[src/rtl/riscv_mult_arb_pkg.sv]
// Shared types for the multiplier arbiter: controller states and the latched
// request bundle that feeds the multiplier's operand inputs.
package riscv_mult_arb_pkg;

  typedef enum logic [1:0] {
    S_IDLE,
    S_ISSUE,
    S_WAIT,
    S_RESP
  } state_e;

  typedef struct packed {
    logic [2:0]  op;
    logic [1:0]  short_signed;
    logic [31:0] op_a;
    logic [31:0] op_b;
  } mult_req_t;

endpackage

[src/rtl/riscv_rr_arb.sv]
// Round-robin priority pick: grants the lowest-index requester at or after
// i_ptr, wrapping around, as a one-hot vector plus its binary index.
module riscv_rr_arb #(
  parameter int NUM_REQ = 2,
  parameter int IDW     = 1
) (
  input  logic [NUM_REQ-1:0] i_req,
  input  logic [IDW-1:0]     i_ptr,
  output logic [NUM_REQ-1:0] o_grant,
  output logic [IDW-1:0]     o_idx
);

  logic        w_found;
  int unsigned w_pos;

  always_comb begin
    o_grant = '0;
    o_idx   = '0;
    w_found = 1'b0;
    w_pos   = 0;
    for (int unsigned k = 0; k < NUM_REQ; k++) begin
      w_pos = int'(i_ptr) + k;
      if (w_pos >= NUM_REQ) w_pos = w_pos - NUM_REQ;
      if (!w_found && i_req[w_pos]) begin
        w_found        = 1'b1;
        o_grant[w_pos] = 1'b1;
        o_idx          = IDW'(w_pos);
      end
    end
  end

endmodule

[src/rtl/riscv_mult_arb.sv]
// Round-robin controller sharing one sequential multiplier between NUM_REQ
// requesters: latch operands, sequence enable/ready, return a registered result.
module riscv_mult_arb
  import riscv_mult_arb_pkg::*;
#(
  parameter int NUM_REQ = 2,
  parameter int IDW     = (NUM_REQ > 1) ? $clog2(NUM_REQ) : 1
) (
  input  logic                   clk,
  input  logic                   rst_n,
  input  logic                   flush_i,
  input  logic [NUM_REQ-1:0]     req_valid_i,
  output logic [NUM_REQ-1:0]     req_ready_o,
  input  logic [NUM_REQ*3-1:0]   req_operator_i,
  input  logic [NUM_REQ*2-1:0]   req_short_signed_i,
  input  logic [NUM_REQ*32-1:0]  req_op_a_i,
  input  logic [NUM_REQ*32-1:0]  req_op_b_i,
  output logic [NUM_REQ-1:0]     rsp_valid_o,
  input  logic [NUM_REQ-1:0]     rsp_ready_i,
  output logic [31:0]            rsp_result_o,
  output logic                   busy_o,
  output logic                   mult_enable_o,
  output logic [2:0]             mult_operator_o,
  output logic [1:0]             mult_short_signed_o,
  output logic [31:0]            mult_op_a_o,
  output logic [31:0]            mult_op_b_o,
  input  logic [31:0]            mult_result_i,
  input  logic                   mult_ready_i
);

  state_e             r_state;
  mult_req_t          r_req;
  logic [IDW-1:0]     r_owner;
  logic [IDW-1:0]     r_rr_ptr;
  logic [31:0]        r_result;
  logic               r_mult_en;
  logic [NUM_REQ-1:0] r_rsp_valid;

  logic [NUM_REQ-1:0] w_grant;
  logic [IDW-1:0]     w_grant_idx;
  logic [IDW-1:0]     w_next_ptr;
  logic               w_take;
  mult_req_t          w_sel;

  riscv_rr_arb #(
    .NUM_REQ (NUM_REQ),
    .IDW     (IDW)
  ) u_rr_arb (
    .i_req   (req_valid_i),
    .i_ptr   (r_rr_ptr),
    .o_grant (w_grant),
    .o_idx   (w_grant_idx)
  );

  assign w_take      = (r_state == S_IDLE) && !flush_i && (|req_valid_i);
  assign req_ready_o = w_take ? w_grant : '0;
  assign w_next_ptr  = (w_grant_idx == IDW'(NUM_REQ - 1)) ? '0 : w_grant_idx + 1'b1;

  always_comb begin
    w_sel = '0;
    for (int unsigned i = 0; i < NUM_REQ; i++) begin
      if (w_grant[i]) begin
        w_sel.op           = req_operator_i[i*3 +: 3];
        w_sel.short_signed = req_short_signed_i[i*2 +: 2];
        w_sel.op_a         = req_op_a_i[i*32 +: 32];
        w_sel.op_b         = req_op_b_i[i*32 +: 32];
      end
    end
  end

  always_ff @(posedge clk or negedge rst_n) begin
    if (!rst_n) begin
      r_state     <= S_IDLE;
      r_req       <= '0;
      r_owner     <= '0;
      r_rr_ptr    <= '0;
      r_result    <= '0;
      r_mult_en   <= 1'b0;
      r_rsp_valid <= '0;
    end else if (flush_i) begin
      r_state     <= S_IDLE;
      r_mult_en   <= 1'b0;
      r_rsp_valid <= '0;
    end else begin
      case (r_state)
        S_IDLE: begin
          if (w_take) begin
            r_req     <= w_sel;
            r_owner   <= w_grant_idx;
            r_rr_ptr  <= w_next_ptr;
            r_mult_en <= 1'b1;
            r_state   <= S_ISSUE;
          end
        end
        S_ISSUE: r_state <= S_WAIT;
        S_WAIT: begin
          if (mult_ready_i) begin
            r_result    <= mult_result_i;
            r_mult_en   <= 1'b0;
            r_rsp_valid <= {{(NUM_REQ-1){1'b0}}, 1'b1} << r_owner;
            r_state     <= S_RESP;
          end
        end
        S_RESP: begin
          if (rsp_ready_i[r_owner]) begin
            r_rsp_valid <= '0;
            r_state     <= S_IDLE;
          end
        end
        default: begin
          r_mult_en   <= 1'b0;
          r_rsp_valid <= '0;
          r_state     <= S_IDLE;
        end
      endcase
    end
  end

  // Flush masks the response in its own cycle so a coincident rsp_ready_i
  // cannot complete a handshake on a result that is being dropped.
  assign rsp_valid_o         = flush_i ? '0 : r_rsp_valid;
  assign rsp_result_o        = r_result;
  assign busy_o              = (r_state != S_IDLE);
  assign mult_enable_o       = r_mult_en;
  assign mult_operator_o     = r_req.op;
  assign mult_short_signed_o = r_req.short_signed;
  assign mult_op_a_o         = r_req.op_a;
  assign mult_op_b_o         = r_req.op_b;

endmodule

[config.mk]
export PLATFORM = sky130hd
export DESIGN_NAME = riscv_mult_arb
export DESIGN_NICKNAME = d
export VERILOG_FILES = /design/src/rtl/riscv_mult_arb_pkg.sv /design/src/rtl/riscv_rr_arb.sv /design/src/rtl/riscv_mult_arb.sv
export SDC_FILE = /design/constraint.sdc
export NUM_CORES = 1
export LEC_CHECK = 0
export ABC_CLOCK_PERIOD_IN_PS = 2100
export CORE_MARGIN = 2
export CORE_UTILIZATION = 34
export CTS_CLUSTER_DIAMETER = 40
export CTS_CLUSTER_SIZE = 10
export DETAILED_ROUTE_END_ITERATION = 6
export GPL_ROUTABILITY_DRIVEN = 1
export HOLD_SLACK_MARGIN = 0.06
export PLACE_DENSITY = 0.88
export SLEW_MARGIN = 40
export SYNTH_ARGS = -nofsm -noshare
export SYNTH_HDL_FRONTEND = slang
export SYNTH_SLANG_ARGS = --single-unit
[constraint.sdc]
create_clock -name clk -period 2.1 [get_ports clk]
set_clock_uncertainty 0.15 [all_clocks]
set_input_delay 0.21 -clock clk [delete_from_list [all_inputs] [get_ports clk]]
set_output_delay 0.21 -clock clk [all_outputs]
set_load 0.005 [all_outputs]
Word level (Yosys, flattened, before mapping)

Cells that the tools add are included.

$add $sub $neg: 4
Order comparisons: 7
Multiplexer cells: 34
Bitwise gates (word level): 2
Equal/unequal tests: 6
Shift operators: 1
Reductions and logical operators: 17

Operator list:

| cell                    | count |
|---|---|
| $mux W69                | 2 |
| $ge A32 B1 Y1 const B   | 2 |
| $lt A32 B2 Y1 const B   | 2 |
| $mux W32                | 2 |
| $ge A32 B2 Y1 const B   | 1 |
| $sub A32 B2 Y32 const B | 1 |
| $mux W2                 | 10 |
| $mux W1                 | 15 |
| $reduce_and A3 Y1       | 5 |
| $ne A3 B3 Y1 const B    | 3 |
| $pmux W2 S4             | 1 |
| $reduce_bool A3 Y1      | 2 |
| $logic_and A1 B1 Y1     | 5 |
| $eq A2 B2 Y1 const B    | 2 |
| $pmux W2 S2             | 1 |
| $sub A1 B2 Y3 const B   | 1 |
| $add A1 B1 Y2 const B   | 1 |
| $demux W1 S1            | 2 |
| $eq A2 B1 Y1 const B    | 1 |
| $ge A1 B2 Y1 const B    | 1 |
| $logic_not A1 Y1        | 2 |
| $logic_not A2 Y1        | 1 |
| $lt A1 B2 Y1 const B    | 1 |
| $or A2 B2 Y2            | 1 |
| 6 further kinds         | 6 |

Flip-flop bits (word level): 108
Output and inout bits: 107
Input bits: 178
Logic and storage cells: 81

Longest topological paths before layout

Gate-level depths: netlist (run 1).

Depth in word-level cells: 11
Depth in mapped cells: 8
Gate-level depth less buffers: 5

Hierarchy

Synthesis (run 1) repeated with hierarchy kept, for this count alone.

Cells, all modules: 434
Area, all modules: 4953.5 um2

Modules (own cells, without submodules):

| module         | cells each | instances | area each (um2) | sequential area each (um2) |
|---|---|---|---|---|
| riscv_mult_arb | 430        | 1         | 4923.5          | 2702.6 |
| riscv_rr_arb   | 4          | 1         | 30.0            | 0.0 |

Worst setup path after synthesis (run 1)

No wires, ideal clock.

Path kind: register to register
Start point: register r_state[0]
End point: register r_req, in the netlist mult_op_b_o[23]
Stages on the path, launching flop included: 9
Data required time: 1.824 ns
Period minus slack after synthesis: 1.933 ns
Setup slack: 0.167 ns
Arrival time: 1.657 ns
Setup time: 0.126 ns
Path buffers: 3
Path through: dfrtp_1 inv_1 ha_1 nor2b_1 buf_6 and3_4 buf_6 buf_6 a221o_1

Longest elaborated chain between the ends: 4

Ends and longest elaborated chain:

| item                                 | RTL line                                   | source |
|---|---|---|
| start: declaration                   | riscv_mult_arb.sv:31                       | `state_e r_state;` |
| start signal: assignment             | riscv_mult_arb.sv:73                       | `r_state <= S_IDLE;` |
| start signal: assignment             | riscv_mult_arb.sv:81                       | `r_state <= S_IDLE;` |
| start signal: assignment             | riscv_mult_arb.sv:92                       | `r_state <= S_ISSUE;` |
| $logic_not A2 Y1 *                   | riscv_mult_arb.sv:55, riscv_mult_arb.sv:85 |  |
| $logic_and A1 B1 Y1 (2 in a row)     | riscv_mult_arb.sv:55                       | `assign w_take = (r_state == S_IDLE) && !flush_i && (\|req_valid_i);` |
| $reduce_and A3 Y1 (no source line) * | --                                         |  |
| end signal: assignment               | riscv_mult_arb.sv:88                       | `r_req <= w_sel;` |
| end: declaration                     | riscv_mult_arb.sv:32                       | `mult_req_t r_req;` |

Every way passes the cells marked *; elsewhere a longest branch is shown, timed or not.
A chain may end at the register's enable or synchronous reset.

Worst setup path in the final report (run 1)

Start point: register r_state[1]
End point: output req_ready_o[0]

Longest elaborated chain between the ends: 4

Ends and longest elaborated chain:

| item                             | RTL line             | source |
|---|---|---|
| $logic_not A2 Y1                 | riscv_mult_arb.sv:55 |  |
| $logic_and A1 B1 Y1 (2 in a row) | riscv_mult_arb.sv:55 |  |
| $mux W2                          | riscv_mult_arb.sv:56 | `assign req_ready_o = w_take ? w_grant : '0;` |
| end: declaration                 | riscv_mult_arb.sv:13 | `output logic [NUM_REQ-1:0] req_ready_o,` |

Every way passes these cells.

==> out/results.tsv, run 1 <==
stage	metric	value	unit
yosys	Synth Area in Simple Gates	2.42	%
job	Max-cap violations	0	
final_layout	fill cell count	1109	
sta	FMAX	502	MHz
yosys	Post-synth ARST share	100	%
floorplan	die span in y	122	um
clocking	H-tree Lvls	3	
place	DP Wirelength	11500	um
sta	Final Max Tran Viols	0	
clocking	Root Driver	clkbuf_16	
yosys	Synth cell types	26	
sta	Hold Fails Final Rpt	0	
grt	initial antenna violation count	0	
detailed_routing	detailed router's first-iteration violation count	166	
yosys	#FFs+latches synth	108	
sta	transition time of the tightest slew-check pin	0.529	ns
floorplan	initial core utilization	34.5	%
yosys	Seq/Total Area, Yosys	56.9	%
floorplan	Die Wd	122	um
sta	final period utilization	95.0	%
grt	Overflow after GRT	0	
setup_path	Reg-to-Reg End	mult_op_b_o[31]	
setup_path	Reg2Reg Depth	6	
clocking	CTS Buf Count	9	
clocking	Worst-Skew Late Latency	0.33	ns
run_status	run status	completed	
sta	Tmin final	1.99	ns
worst_hold_path	HP Class	input pin to async pin	
final_layout	net count reported at finish	810	
final_layout	fin util	59.0	%
yosys	Synth Area in Compound Gates	26.7	%
floorplan	core area	0.0138	mm2
floorplan	IO Count	285	
sta	final setup fails	0	
setup_path	CP Max Fanout	4	
setup_path	WP data required	1.74	ns
detailed_routing	drt via density	5.23	
yosys	ranking of synthesized cells by area	dfrtp_1 57%, a221o_1 15%, a21boi_0 11%	
floorplan	standard-cell rows	43	
setup_path	Startpoint Class	flop	
setup_path	Worst Setup End Kind	primary output	
grt	total global-route track usage	20.5	%
yosys	Post-synth top cells	108 x dfrtp_1, 69 x a21boi_0, 69 x a221o_1	
final_layout	Syn-to-layout area delta	71.0	%
detailed_routing	Pre-antenna DRT Iters	4	
clocking	CTS Sinks	108	
yosys	cell taking the most area after synthesis	dfrtp_1	
sta	final setup TNS	0	ns
power_and_ir_drop	Peak VDD IR	0.000566	V
final_layout	diode count	0	
yosys	share of the synthesized area in the top cell type	56.9	%
yosys	largest family of logic cells by synthesized area	compound AO/OA/AOI/OAI gates	
place	I/O Buffers	284	
setup_path	WP data arrival	1.63	ns
detailed_routing	Final ANT Viol Nets	0	
yosys	Ys Warns	0	
grt	largest net degree at the start of global routing	59	
yosys	cell area after synthesis	0.00475	mm2
power_and_ir_drop	Pleak	3.38	nW
setup_path	R2R setup slack	0.12	ns
sta	unrepaired setup endpoints after global routing	false	
sta	Worst slew margin	64.7	%
yosys	Synth Area in XOR/XNOR	0	%
clocking	clock transition at the registers of the reported paths	0.08	ns
yosys	Adder-Cell Fraction of Synth Area	0.791	%
setup_path	Setup CP Type	flop to primary output	
yosys	Mapped Cells	353	
grt	vias in the first global route	4519	
detailed_routing	Detailed Route WL	15700	um
detailed_routing	WL/cell	19.3	um
place	Final Wtd Congestion	0.773	
grt	first-pass GRT wire length	23600	um
yosys	top_reg_cell synth	dfrtp_1	
power_and_ir_drop	Power Density	1230	mW/mm2
yosys	EDFF count, synth	0	
clocking	CTS tree	built	
setup_path	reg2reg start	r_state[1]	
yosys	syn_area_per_cell	13.5	um2
clocking	worst-case clock buffer depth	2	
floorplan	die area	0.0149	mm2
yosys	post-synthesis mux area share	8.25	%
yosys	cell with the most instances after synthesis	dfrtp_1	
detailed_routing	routed vias	4254	
detailed_routing	DRC violations left	0	
yosys	Syn Nets	534	
final_layout	share of cells above drive strength 1	10.9	%
==> sequential cells by signal, indices dropped and copies added (netlist names) <==
register and flops:
mult_enable_o 1, mult_op_a_o 32, mult_op_b_o 32, mult_operator_o 3, mult_short_signed_o 2, r_owner 1
r_rr_ptr 1, r_rsp_valid 2, r_state 2, rsp_result_o 32
==> repair_timing <==
| action | CTS | global route |
|---|---|---|
| endpoints found under the setup margin | 2 | 44 |
| endpoints found under the hold margin | 36 | 0 |
| resized for setup | 6 | 2 |
| hold buffers | 1 | 0 |
| pin swaps | 1 | 1 |
| setup buffers | 2 | 0 |
==> cell usage in the layout (no fill, tap or decap), types with 4 or more instances in the layout <==
cell type,Yosys,layout
buf_4,0,11
inv_1,6,5
clkbuf_16,0,9
clkdlybuf4s50_1,0,281
mux2_2,33,33
nor2_1,5,5
buf_12,0,4
nand2b_1,5,5
dfrtp_1,108,108
a21boi_0,69,69
a221o_1,69,69
==> cell families (layout without fill, tap and decap cells) <==
kind of cell	Yosys count	count (layout)
mux	35	35
fa+ha+maj	3	3
flops	108	108
buf+inv	41	322
compound gates	146	146
simple gates	20	20
==> worst max-delay path, cell delays in order, from the launching register on <==
cell and delay, ns:
dfrtp_1 0.41, inv_1 0.10, ha_4 0.14, nor2b_4 0.19, and3_4 0.21, dlygate4sd2_1 0.26
==> stage by stage <==
stage                     power (mW)  instance area [um2]  std cells  hold slack, ns  setup slack (ns)
after floorplan                 5.35                 4750        353          -0.236             0.167
after global placement          7.98                 7760        795          0.0462             0.102
after detailed placement        8.18                 7760        795          0.0632            0.0522
after CTS                       10.1                 8110        814           0.230            0.0624
after global routing            10.6                 8120        814           0.285           0.00539
final                           10.0                 8120        814           0.225             0.106
==> how the worst max path moves through the flow <==
stage	startpoint	to	slack, ns	depth (start not counted)
final	r_state[1]	req_ready_o[0]	0.11	5
after global routing	r_state[1]	mult_operator_o[1]	0.005	6
after CTS	r_state[0]	req_ready_o[0]	0.06	5
after detailed placement	r_state[0]	mult_op_b_o[13]	0.05	6
after global placement	flush_i	mult_op_a_o[0]	0.10	5
after floorplan	r_state[0]	mult_op_b_o[23]	0.17	8
==> power breakdown <==
part           internal, mW  switching [mW]  total [mW]
Clock                  1.05           0.745        1.80
Combinational          3.02            1.57        4.60
Sequential             3.05           0.557        3.61
==> area by class of cell <==
class / instances / area (um2) / area share (%)
Timing Repair Buffer: 300 / 3020 / 37.2
Sequential cell: 108 / 2700 / 33.3
Multi-Input combinational cell: 204 / 1840 / 22.6
Clock buffer: 11 / 233 / 2.87
Tap cell: 180 / 225 / 2.77
Clock inverter: 5 / 85.1 / 1.05
Inverter: 6 / 22.5 / 0.277
==> routing by layer <==
| metal | vias to the layer above | share of wire [%] | GRT usage, % |
|---|---|---|---|
| met5 | - | 0 | 0 |
| met1 | 2106 | 38 | 23.5 |
| li1 | 1918 | - | - |
| met4 | 0 | 2.2 | 5.89 |
| met2 | 202 | 53 | 37.5 |
| met3 | 28 | 7.2 | 5.01 |
(Power assumes the default switching activity.)
==> inputs of run 2 (changes only) <==
CORE_MARGIN = 5   (was 2)
SLEW_MARGIN = 15   (was 40)
==> out/results.tsv, run 2 (same netlist as run 1, synthesis figures left out) <==
stage	metric	value	unit	change
run_status	run status	completed		
sta	transition time of the tightest slew-check pin	0.616	ns	+0.0862 ns
grt	total global-route track usage	19.2	%	-1.2 points
final_layout	net count reported at finish	805		-0.62%
final_layout	most common cell after layout, fill and taps aside	clkdlybuf4s50_1		
grt	GR Util met2	33.4	%	-4.1 points
place	I/O Buffers	284		unchanged
power_and_ir_drop	Pleak	3.35	nW	-1.0%
setup_path	CP Max Fanout	4		unchanged
clocking	clock transition at the registers of the reported paths	0.07	ns	about the same
setup_path	Worst Setup End Kind	primary output		
detailed_routing	Pre-antenna DRT Iters	4		unchanged
detailed_routing	WL/cell	19.9	um	+2.9%
power_and_ir_drop	Peak VDD IR	0.000539	V	-4.7%
grt	vias in the first global route	4661		+3.1%
sta	Hold Fails Final Rpt	0		unchanged
floorplan	standard-cell rows	43		unchanged
floorplan	initial core utilization	34.5	%	unchanged
grt	first-pass GRT wire length	25000	um	+5.7%
clocking	CTS Sinks	108		unchanged
setup_path	WP data arrival	1.64	ns	about the same
sta	final setup fails	0		unchanged
final_layout	share of cells above drive strength 1	10.2	%	-0.69 points
final_layout	fill cell count	1118		+0.81%
power_and_ir_drop	switching fraction of total power	28.5	%	-0.28 points
grt	largest net degree at the start of global routing	109		+85%
clocking	post-CTS setup buffer count	0		-2
detailed_routing	Detailed Route WL	16100	um	+2.1%
floorplan	Die Wd	128	um	+4.9%
sta	Final Max Tran Viols	0		unchanged
sta	Tmin final	2.00	ns	+0.00813 ns
sta	Worst slew margin	59.0	%	-5.7 points
detailed_routing	routed vias	4237		-0.40%
clocking	CTS Buf Count	9		unchanged
detailed_routing	detailed router's first-iteration violation count	177		+6.6%
power_and_ir_drop	switching power	2.82	mW	-2.1%
grt	initial antenna violation count	0		unchanged
place	DP Wirelength	11800	um	+2.7%
grt	Overflow after GRT	0		unchanged
setup_path	Setup CP Type	flop to primary output		
worst_hold_path	HP Class	input pin to async pin		
detailed_routing	drt via density	5.24		+0.34%
sta	Hold WS	0.276	ns	+0.0513 ns
grt	met3 usage	4.92	%	-0.093 points
setup_path	Startpoint Class	flop		
grt	busiest grt layer	met2		
detailed_routing	Final ANT Viol Nets	0		unchanged
power_and_ir_drop	Sequential Power Share	36.2	%	about the same
power_and_ir_drop	Power Density	1230	mW/mm2	-0.42%
power_and_ir_drop	internal power	7.08	mW	-0.73%
clocking	H-tree Lvls	3		unchanged
grt	met1 Use GR	21.8	%	-1.7 points
clocking	worst-case clock buffer depth	2		unchanged
sta	unrepaired setup endpoints after global routing	true		
place	Cells after DPL	792		-0.38%
floorplan	IO Count	285		unchanged
job	Max-cap violations	0		unchanged
final_layout	Non-Filler Instances	808		-0.74%
setup_path	Reg2Reg Depth	6		unchanged
clocking	CTS tree	built		
sta	FMAX	499	MHz	-0.41%
final_layout	Syn-to-layout area delta	69.9	%	
clocking	Worst-Skew Late Latency	0.34	ns	about the same
place	Final Wtd Congestion	0.879		+14%
clocking	Root Driver	clkbuf_16		
floorplan	core area	0.0138	mm2	unchanged
final_layout	diode count	0		unchanged
final_layout	most frequent cells in the layout	281 x clkdlybuf4s50_1, 108 x dfrtp_1, 69 x a21boi_0, 69 x a221o_1, 33 x mux2_2		
power_and_ir_drop	Clk pwr share	17.8	%	-0.2 points
setup_path	WP data required	1.74	ns	about the same
sta	final period utilization	95.3	%	+0.39 points
floorplan	die area	0.0164	mm2	+10%
floorplan	die span in y	128	um	+4.9%
power_and_ir_drop	logic gate share of total power	46.0	%	about the same
detailed_routing	DRC violations left	0		unchanged
-- run 2: changes by cell type in the layout (fill, tap and decap cells not counted), sizes merged --
| cell | change |
|---|---|
| buf | -5 |
| dlygate4sd2 | -2 |
| clkdlybuf4s15 | +1 |
| clkinv | +1 |
| inv | -1 |
-- run 2: critical path, stage by stage (launching register included) --
cell and delay, ns:
dfrtp_1 0.38, inv_1 0.11, ha_2 0.20, nor2b_4 0.17
and3_4 0.22, clkdlybuf4s15_1 0.23
-- run 2: timing repair --
| action | 4_1_cts | 5_1_grt |
|---|---|---|
| hold buffers | 1 | 0 |
| hold endpoints to repair | 108 | 0 |
| gates resized for setup | 3 | 4 |
| endpoints found under the setup margin | 2 | 3 |
-- run 2: path summary, 6_finish.rpt --
| path | endpoint | slack (ns) | start |
|---|---|---|---|
| min reg2reg | rsp_result_o[29] | 0.36 | rsp_result_o[29] |
| max | req_ready_o[0] | 0.1 | r_state[0] |
| max reg2reg | mult_op_b_o[4] | 0.11 | r_state[0] |
| max in group asynchronous | rsp_result_o[3] | 1.00 | rst_n |
| min in group clk | mult_op_b_o[30] | 0.32 | req_op_b_i[30] |
| min | mult_op_a_o[1] | 0.28 | rst_n |
-- run 2: power by group through the flow --
stage,combinational (mW),sequential (mW),clock [mW]
final,4.55,3.58,1.76
after global placement,4.45,3.56,0
after CTS,4.62,3.58,1.82
after global routing,4.89,3.70,1.90
after floorplan,1.75,3.61,0
after detailed placement,4.60,3.59,0
-- run 2: layout make-up --
class / instances / area [um2] / share of cell area, %
Multi-Input combinational cell: 204 / 1830 / 22.6
Clock inverter: 5 / 77.6 / 0.962
Sequential cell: 108 / 2700 / 33.5
Tap cell: 180 / 225 / 2.79
Clock buffer: 10 / 229 / 2.84
Timing Repair Buffer: 295 / 2980 / 37.0
Inverter: 6 / 22.5 / 0.279
-- run 2: per-stage QoR --
stage               setup TNS (ns)  power (mW)  util (%)  setup WS (ns)  cell area, um2
global route             -0.000147        10.5      58.6      -0.000147            8070
finish                           0        9.89      58.6         0.0979            8070
CTS                              0        10.0      58.6         0.0215            8070
global placement                 0        8.01      56.3          0.132            7750
detailed placement               0        8.19      56.3          0.102            7750
floorplan                        0        5.35         -          0.167            4750
-- run 2: metal layers --
layer  wire length, um  vias to the layer above
li1                  -                     1909
met1              6210                     2104
met2              8170                      185
met3              1090                       39
met4               604                        0
met5                 0                        -
